**src/rtl/ro_pkg.sv**
```systemverilog
// Shared definitions for the readout event FIFO: default widths, the event word
// layout and the channel-id width helper.
package ro_pkg;

  localparam int DEF_NCH    = 2;
  localparam int DEF_TS_W   = 10;
  localparam int DEF_DROP_W = 8;

  // Channel-id width; a single-channel build still carries a 1-bit id.
  function automatic int clog2_min1(input int n);
    return (n <= 2) ? 1 : $clog2(n);
  endfunction

  localparam int DEF_CH_W = clog2_min1(DEF_NCH);

  // Event word for the default I/Q configuration, packed MSB-first as {chan_id, pol, ts}.
  typedef struct packed {
    logic [DEF_CH_W-1:0] chan_id;
    logic                pol;
    logic [DEF_TS_W-1:0] ts;
  } ro_event_t;

endpackage

```
**src/rtl/ro_sync_fifo.sv**
```systemverilog
// Synchronous FIFO with a registered head word: a word pushed into an empty FIFO
// is presented on rd_data/rd_valid one cycle after the push edge.
module ro_sync_fifo #(
  parameter  int WIDTH = 8,
  parameter  int DEPTH = 8,
  localparam int PTR_W = $clog2(DEPTH),
  localparam int LVL_W = PTR_W + 1
) (
  input  logic             clk_master,
  input  logic             rst,
  input  logic             push,
  input  logic [WIDTH-1:0] push_data,
  input  logic             pop,
  output logic [WIDTH-1:0] rd_data,
  output logic             rd_valid,
  output logic             full,
  output logic             empty,
  output logic [LVL_W-1:0] level
);

  logic [WIDTH-1:0] mem [DEPTH];
  logic [PTR_W-1:0] wr_ptr;
  logic [PTR_W-1:0] rd_ptr;
  logic [LVL_W-1:0] mem_cnt;
  logic             do_push;
  logic             do_pop;
  logic             load;

  // level counts the storage array plus the head register, so capacity is DEPTH.
  assign full    = (level == LVL_W'(DEPTH));
  assign empty   = (level == '0);
  assign do_push = push & ~full;
  assign do_pop  = pop & rd_valid;
  assign mem_cnt = level - LVL_W'(rd_valid);
  assign load    = (mem_cnt != '0) & (~rd_valid | do_pop);

  // NOTE: storage has no reset; rd_valid/level guard every read, so clearing
  // the array would only cost reset fan-out.
  always_ff @(posedge clk_master) begin
    if (do_push) mem[wr_ptr] <= push_data;
  end

  // NOTE: all sequential state uses non-blocking assignments so every register
  // samples pre-edge values regardless of statement order.
  always_ff @(posedge clk_master or posedge rst) begin
    if (rst) begin
      wr_ptr   <= '0;
      rd_ptr   <= '0;
      level    <= '0;
      rd_valid <= 1'b0;
      rd_data  <= '0;
    end else begin
      wr_ptr <= wr_ptr + PTR_W'(do_push);
      rd_ptr <= rd_ptr + PTR_W'(load);
      level  <= level + LVL_W'(do_push) - LVL_W'(do_pop);
      if (load) begin
        rd_data  <= mem[rd_ptr];
        rd_valid <= 1'b1;
      end else if (do_pop) begin
        rd_valid <= 1'b0;
      end
    end
  end

endmodule

```
**src/rtl/ro_event_fifo_cell.sv**
```systemverilog
// Multi-channel comparator readout: detects phi1b sample strobes, tags captured
// events with {channel, polarity, timestamp} and queues them round-robin.
module ro_event_fifo_cell
  import ro_pkg::*;
#(
  parameter  int NCH    = DEF_NCH,
  parameter  int DEPTH  = 8,
  parameter  int TS_W   = DEF_TS_W,
  parameter  int DROP_W = DEF_DROP_W,
  localparam int CH_W   = clog2_min1(NCH),
  localparam int LVL_W  = $clog2(DEPTH) + 1,
  localparam int EV_W   = CH_W + 1 + TS_W
) (
  input  logic              clk_master,
  input  logic              rst,
  input  logic              en,
  input  logic [NCH-1:0]    comp_high,
  input  logic [NCH-1:0]    phi1b_dig,
  output logic              out_valid,
  input  logic              out_ready,
  output logic [EV_W-1:0]   out_data,
  output logic [LVL_W-1:0]  fifo_level,
  output logic [DROP_W-1:0] drop_cnt,
  output logic              overflow
);

  localparam int SUM_W = DROP_W + CH_W + 1;
  localparam logic [SUM_W-1:0] DROP_MAX = SUM_W'({DROP_W{1'b1}});

  typedef struct packed {
    logic [CH_W-1:0] chan_id;
    logic            pol;
    logic [TS_W-1:0] ts;
  } event_t;

  logic [TS_W-1:0]   ts;
  logic [NCH-1:0]    phi1b_d;
  logic [NCH-1:0]    pol_ph;
  logic [NCH-1:0]    pend;
  logic [NCH-1:0]    pend_pol;
  logic [TS_W-1:0]   pend_ts [NCH];
  logic [CH_W-1:0]   rr_ptr;

  logic [NCH-1:0]    strb;
  logic [NCH-1:0]    cap;
  logic [NCH-1:0]    drop;
  logic [NCH-1:0]    gnt_oh;
  logic              gnt_vld;
  logic [CH_W-1:0]   gnt_ch;
  logic [CH_W-1:0]   rr_next;
  logic [SUM_W-1:0]  drop_sum;
  logic [DROP_W-1:0] drop_next;
  event_t            push_word;
  logic              fifo_full;
  logic              fifo_empty;

  function automatic logic [CH_W-1:0] ch_add(input logic [CH_W-1:0] base, input int off);
    int sum;
    sum = int'(base) + off;
    if (sum >= NCH) sum = sum - NCH;
    return CH_W'(sum);
  endfunction

  assign strb = phi1b_d & ~phi1b_dig;
  assign cap  = strb & comp_high & {NCH{en}};

  // NOTE: every output of this block gets a default first, so no path through
  // the loop can leave a value held and infer a latch.
  always_comb begin
    gnt_vld = 1'b0;
    gnt_ch  = '0;
    if (!fifo_full) begin
      for (int i = 0; i < NCH; i++) begin
        if (!gnt_vld && pend[ch_add(rr_ptr, i)]) begin
          gnt_vld = 1'b1;
          gnt_ch  = ch_add(rr_ptr, i);
        end
      end
    end
  end

  always_comb begin
    gnt_oh = '0;
    for (int c = 0; c < NCH; c++) begin
      gnt_oh[c] = gnt_vld && (gnt_ch == CH_W'(c));
    end
  end

  assign rr_next = ch_add(gnt_ch, 1);
  // A channel granted this cycle frees its slot, so a simultaneous capture is kept.
  assign drop = cap & pend & ~gnt_oh;

  always_comb begin
    drop_sum  = SUM_W'(drop_cnt) + SUM_W'($countones(drop));
    drop_next = (drop_sum > DROP_MAX) ? '1 : drop_sum[DROP_W-1:0];
  end

  always_comb begin
    push_word = '{chan_id: gnt_ch, pol: pend_pol[gnt_ch], ts: pend_ts[gnt_ch]};
  end

  always_ff @(posedge clk_master or posedge rst) begin
    if (rst) begin
      ts       <= '0;
      phi1b_d  <= '1;
      pol_ph   <= '0;
      pend     <= '0;
      pend_pol <= '0;
      rr_ptr   <= '0;
      drop_cnt <= '0;
      overflow <= 1'b0;
      for (int c = 0; c < NCH; c++) pend_ts[c] <= '0;
    end else begin
      ts       <= ts + TS_W'(1);
      phi1b_d  <= phi1b_dig;
      pol_ph   <= pol_ph ^ strb;
      drop_cnt <= drop_next;
      overflow <= overflow | (|drop);
      if (gnt_vld) rr_ptr <= rr_next;
      for (int c = 0; c < NCH; c++) begin
        if (cap[c] && !drop[c]) begin
          pend[c]     <= 1'b1;
          pend_pol[c] <= pol_ph[c];
          pend_ts[c]  <= ts;
        end else if (gnt_oh[c]) begin
          pend[c] <= 1'b0;
        end
      end
    end
  end

  ro_sync_fifo #(
    .WIDTH (EV_W),
    .DEPTH (DEPTH)
  ) u_fifo (
    .clk_master (clk_master),
    .rst        (rst),
    .push       (gnt_vld),
    .push_data  (push_word),
    .pop        (out_ready),
    .rd_data    (out_data),
    .rd_valid   (out_valid),
    .full       (fifo_full),
    .empty      (fifo_empty),
    .level      (fifo_level)
  );

  empty_means_idle: assert property (@(posedge clk_master) disable iff (rst)
    fifo_empty |-> !out_valid);

endmodule
```
**config.mk**
```make
export PLATFORM = sky130hd
export DESIGN_NAME = ro_event_fifo_cell
export DESIGN_NICKNAME = d
export VERILOG_FILES = /design/src/rtl/ro_pkg.sv /design/src/rtl/ro_sync_fifo.sv /design/src/rtl/ro_event_fifo_cell.sv
export SDC_FILE = /design/constraint.sdc
export NUM_CORES = 1
export LEC_CHECK = 0
export CORE_UTILIZATION = 57
export DETAILED_ROUTE_END_ITERATION = 10
export DONT_BUFFER_PORTS = 1
export GPL_TIMING_DRIVEN = 0
export MAX_ROUTING_LAYER = met4
export PLACE_DENSITY = 0.75
export SKIP_CTS_REPAIR_TIMING = 1
export SKIP_LAST_GASP = 1
export SLEW_MARGIN = 10
export SYNTH_ARGS = -nofsm -noshare
export SYNTH_HDL_FRONTEND = slang
export SYNTH_SLANG_ARGS = --single-unit
```
**constraint.sdc**
```tcl
create_clock -name clk_master -period 2.61 [get_ports clk_master]
set_input_delay 0.522 -clock clk_master [delete_from_list [all_inputs] [get_ports clk_master]]
set_output_delay 0.522 -clock clk_master [all_outputs]
set_load 0.01 [all_outputs]
```
After elaboration in Yosys (flattened, before gate mapping). Memory sizes are Yosys's and may differ from the RTL's. A register that Yosys moved wholly into a read port is not among the register bits. Index checks and enable logic that the tools add are counted.

Input port bits: 8. Output and inout bits: 26. Memories kept: 1. Bits in writable memories: 96. Flip-flop bits (word level): 59. Logic and storage cells: 99.

Memories: u_fifo.mem (depth 8, bits a word 12, read ports 1, clocked after memory_dff 1, wr ports 1, RTL line ro_sync_fifo.sv:21) `logic [WIDTH-1:0] mem [DEPTH];`.

Reduce and logical (&&, ||, !) cells: 13. Add/subtract/negate cells: 13. Bitwise operators: 17. Eq/ne operators: 1. $lt $le $gt $ge: 8. Multiplexer cells: 30.

Operator list (number): 10-bit 2-to-1 mux (3); 1-bit 2-to-1 mux (26); 10-bit by 1-bit adder with 10-bit output, second input constant (1); 2-bit AND (5); 8-bit by 2-bit adder with 9-bit output (1); 9-bit by 8-bit greater-than comparator with 1-bit output, second input constant (1); 8-bit 2-to-1 mux (1); 4-bit by 1-bit subtractor with 4-bit output (2); 3-bit by 1-bit adder with 3-bit output (2); 2-bit greater-or-equal comparator, second input constant (3); 1-bit by 2-bit less-than comparator with 1-bit output, second input constant (3); 2-bit nonzero test (3); 1-bit logical AND (5); 1-bit by 1-bit adder with 2-bit output, second input constant (2); 4-bit by 1-bit adder with 4-bit output (1); 4-bit equality test, second input constant (1); 2-bit inverter (2); 4-bit nonzero test (1); 1-bit AND (3); 1-bit logical NOT (3); 1-bit inverter (3); 1-bit subtractor, second input constant (3); 1-bit by 1-bit adder with 2-bit output (1); 1-bit by 2-bit greater-or-equal comparator with 1-bit output, second input constant (1); other kinds (4) (5).

Longest topological paths before layout.
Depth in word-level cells: 19. Depth in mapped cells: 12. Mapped depth without buffers: 12.

Cells and area by module. Synthesis repeated with hierarchy kept, for this count alone.

Cell total of the unflattened synthesis: 390. Area total of the unflattened synthesis: 6950.4 um^2.

By module, submodules not included: ro_sync_fifo (instances 1, cells each 231, seq. area each 3458.3 um^2, area each 4844.6 um^2); ro_event_fifo_cell (instances 1, cells each 159, seq. area each 1203.7 um^2, area each 2105.8 um^2).

Worst setup path before layout. Ideal clock, no wire load.

Path type: reg-to-reg. Start point: register u_fifo.level[2]. End point: memory u_fifo.mem[0][0] in the netlist's numbering (enable). Path slack: -0.191 ns. Cell stages (with the launch flop): 6. Clock period less this slack: 2.801 ns. Data required time: 2.198 ns. Arrival: 2.389 ns. Buffers on the path: 0. Library setup time: 0.412 ns. Cell sequence: dfrtp_1 inv_1 ha_1 nor3b_1 or2_2 nor4_1.

Cells in the longest elaborated chain, start to end: 5. Elaborated cells on any way between the ends: 6. Those cells by class: eq/ne: 1; mux: 3; bitwise: 2.

RTL lines: from (decl) (RTL line ro_sync_fifo.sv:18) `output logic [LVL_W-1:0] level`; from (signal assigned) (RTL line ro_sync_fifo.sv:55) `level <= level + LVL_W'(do_push) - LVL_W'(do_pop);`; 4-bit equality test * (RTL line ro_sync_fifo.sv:30) `assign full = (level == LVL_W'(DEPTH));`; 1-bit 2-to-1 mux / 1-bit inverter (equally long branches) (RTL line ro_event_fifo_cell.sv:72, ro_sync_fifo.sv:32); 1-bit AND * (RTL line ro_sync_fifo.sv:32) `assign do_push = push & ~full;`; 1-bit 2-to-1 mux * (RTL line ro_sync_fifo.sv:40) `if (do_push) mem[wr_ptr] <= push_data;`; 1-bit 2-to-1 mux (implied by the code) * (RTL line ro_sync_fifo.sv:40); to (decl) (RTL line ro_sync_fifo.sv:21).

Every way passes the cells marked *; elsewhere a longest branch is shown, timed or not.

Worst setup path in the final report.
Start point: register u_fifo.level[2]. End point: memory u_fifo.mem[5][5] in the netlist's numbering (enable).

Cells in the longest elaborated chain, start to end: 5. Elaborated cells on any way between the ends: 6. Those cells by class: eq/ne: 1; mux: 3; bitwise: 2.

RTL lines: 4-bit equality test (RTL line ro_sync_fifo.sv:30); 1-bit 2-to-1 mux (RTL line ro_event_fifo_cell.sv:72) `if (!fifo_full) begin`; via gnt_vld (RTL line ro_event_fifo_cell.sv:48) `logic gnt_vld;`; 1-bit AND (RTL line ro_sync_fifo.sv:32); 1-bit 2-to-1 mux (RTL line ro_sync_fifo.sv:40); 1-bit 2-to-1 mux (implied by the code) (RTL line ro_sync_fifo.sv:40).

The timed path passes the listed nets, and every way through them passes these cells.

==> run_results.csv <==
group,metric,value,unit
clocking,cts_tree,"done",
final_layout,final_cell_mix,"edfxtp_1 (96), dfrtp_1 (67), mux2_2 (58)",
sta,finalCritPeriodShare,100,%
final_layout,fin_area,0.00782,mm²
synth,syn_area,0.00681,mm²
worst_setup_path,critPathBufInv,2,
route,ant_nets,0,
grt,grt_pass1_vias,3401,
sta,rsz0062_at_grt,"true",
sta,worst_pin_slew,0.781,ns
grt,grt_util_all_layers,21.0,%
sta,max-slew-margin-rel,47.9,%
route,post_drt_wl_per_cell,20.4,µm
floorplanning,die_h,111,µm
placed_design,place_inst,528,
final_layout,final_common_cell,"edfxtp_1",
final_layout,nFillCells,734,
route,drcViolationCount,4,
synth,synthArstFlopShare,42.5,%
worst_setup_path,slowest_delay,0.68,ns
grt,overflow,0,
final_layout,multi_input_area,0.00214,mm²
grt,grt_max_degree,46,
sta,finalHoldViolCount,0,
sta,fmax,381,MHz
worst_setup_path,crit_slowest_cell,"nor2_2",
synth,synth_nets,403,
grt,grt_pass1_wl,18.3,mm
outcome,status,"complete, but fails checks",
grt,grt_antenna_before_repair,0,
floorplanning,core_area,0.0115,mm²
worst_setup_path,cp_top_family,"simple AND/OR/NAND/NOR gates",
worst_setup_path,cp-end-kind,"flop",
synth,synth_ff_type,"edfxtp_1",
power,leakage,2.97,nW
worst_setup_path,critPathMaxFanout,12,
floorplanning,dieArea,0.0124,mm²
clocking,clockBufferDepth,2,
sta,worst_slack,-0.0113,ns
worst_setup_path,worstPathRequired,2.65,ns
route,via_per_inst,5.79,
synth,ys_warn_count,0,
placed_design,postPlaceCellArea,0.00711,mm²
synth,ys_seq_elements,167,
sta,fin_skew,0.00996,ns
worst_setup_path,path_cells,"inv_4, ha_4, nor3b_4, or2_2, inv_1, nand2_1, nor2_2",
clocking,clock-root-buffer,"clkbuf_16",
job,max_cap_violations,0,
sta,whs,0.0961,ns
clocking,numCtsBuffers,17,
final_layout,seq_area,0.00466,mm²
clocking,cts.clk_slew.worst_paths,0.06,ns
placed_design,hpwlAfterDp,7.41,mm
route,drt_wl_total,11.6,mm
final_layout,drive_gt1_share,31.9,%
power,ir_worst_vdd,0.479,mV
final_layout,fin_nets,436,
final_layout,antenna_cells,0,
sta,setup_tns,-0.0624,ns
synth,avgSynthCellArea,17.9,µm²
route,initialDrtViolationCount,140,
floorplanning,start_util,59.1,%
final_layout,syn_to_final_growth,14.8,%
placed_design,place.port_buffers,0,
floorplanning,die_w,111,µm
sta,finalMaxSlewViolations,0,
synth,seq_area_frac_synth,68.5,%
synth,synth_edf_count,96,
min_path,hold_class,"primary input to flop",
placed_design,gp_congestion,0.753,
synth,yosysUniqueCellTypes,33,
synth,synthCells,380,
clocking,h-tree-depth,4,
power,total_power,0.00755,W
clocking,clock_latency,0.42,ns
floorplanning,ios,34,
sta,finalSetupViolCount,10,
route,via_count,3293,
clocking,cts_sinks,167,
outcome,violations,"design-rule violations, negative setup slack",
floorplanning,core.rowCount,39,
route,first_pass_iters,7,
final_layout,stdcell_count,569,
worst_setup_path,crit_arrival,2.66,ns
worst_setup_path,crit_path_start_kind,"flop",
worst_setup_path,crit_type,"flop to flop",
sta,fin_crit,2.62,ns
power,powerDensity,966,mW/mm²
## layer usage
layer	global-route usage [%]	wire, µm
met5	-	0
met4	9.46	270
met3	4.65	335
met2	33.8	6100
met1	25.6	4910
## where the power goes
part           switching (W)  internal [W]  total (W)
clock network       0.000942       0.00139    0.00233
registers           0.000329       0.00320    0.00353
logic               0.000784      0.000901    0.00168
total                0.00206       0.00550    0.00755
## cell type report
| class | count | share of cell area [%] |
|---|---|---|
| inverter | 14 | 0.736 |
| tap | 143 | 2.29 |
| clock inverter | 11 | 1.38 |
| timing repair buffer | 14 | 1.89 |
| multi-input combinational | 188 | 27.4 |
| buffer | 11 | 1.01 |
| clock buffer | 21 | 5.63 |
| sequential | 167 | 59.7 |
## sequential cells by signal, summed over array words and instances (netlist names)
signal           count
u_fifo.wr_ptr        3
phi1b_d              2
drop_cnt             8
u_fifo.rd_ptr        3
u_fifo.mem          96
pend_ts             20
pend_pol             2
rr_ptr               1
overflow             1
u_fifo.rd_data      12
ts                  10
u_fifo.rd_valid      1
u_fifo.level         4
pol_ph               2
pend                 2
## through the flow
step / setup WS, ns / util (%)
after CTS: -0.489 / 66.5
after global routing: -0.140 / 67.9
after floorplan: -0.0213 / -
final: -0.0113 / 67.9
after global placement: -0.669 / 60.9
after detailed placement: -0.472 / 61.7
## cell usage after synthesis, drive strengths merged, types with 8 or more instances
cell    number  area (µm²)
xnor2       11        96.3
inv         14        52.6
nor2         9        33.8
xor2         8        70.1
nand2       15        56.3
edfxtp      96        2880
ha          13         163
buf          8        65.1
mux2        58         653
mux4        24         619
dfrtp       69        1730
## worst paths after layout
check | depth (start not counted) | from | endpoint | slack, ns
min | 0 | phi1b_dig[0] | phi1b_d[0] | 0.1
min in group asynchronous | 2 | rst | rr_ptr | 0.58
min reg2reg | 1 | pol_ph[0] | pol_ph[0] | 0.47
max reg2reg | 7 | u_fifo.level[2] | u_fifo.mem[5][5] | -0.01
max | 7 | u_fifo.level[2] | u_fifo.mem[5][5] | -0.01
max in group asynchronous | 3 | rst | phi1b_d[1] | 1.42
## kinds of logic (layout without fill, tap and decap cells)
kind of cell               after synthesis  count (layout)  share of synthesized area [%]
adders and majority gates               15              15                           2.98
and+or+nand+nor                         64              64                           4.85
DFF                                    167             167                           68.5
muxes                                   82              82                           18.7
xor gates and xnor gates                19              19                           2.44
AOI/OAI and AO/OA                        8               8                          0.680
buffers and inverters                   25              71                           1.89
No activity file was read; power rests on OpenSTA's default activity.
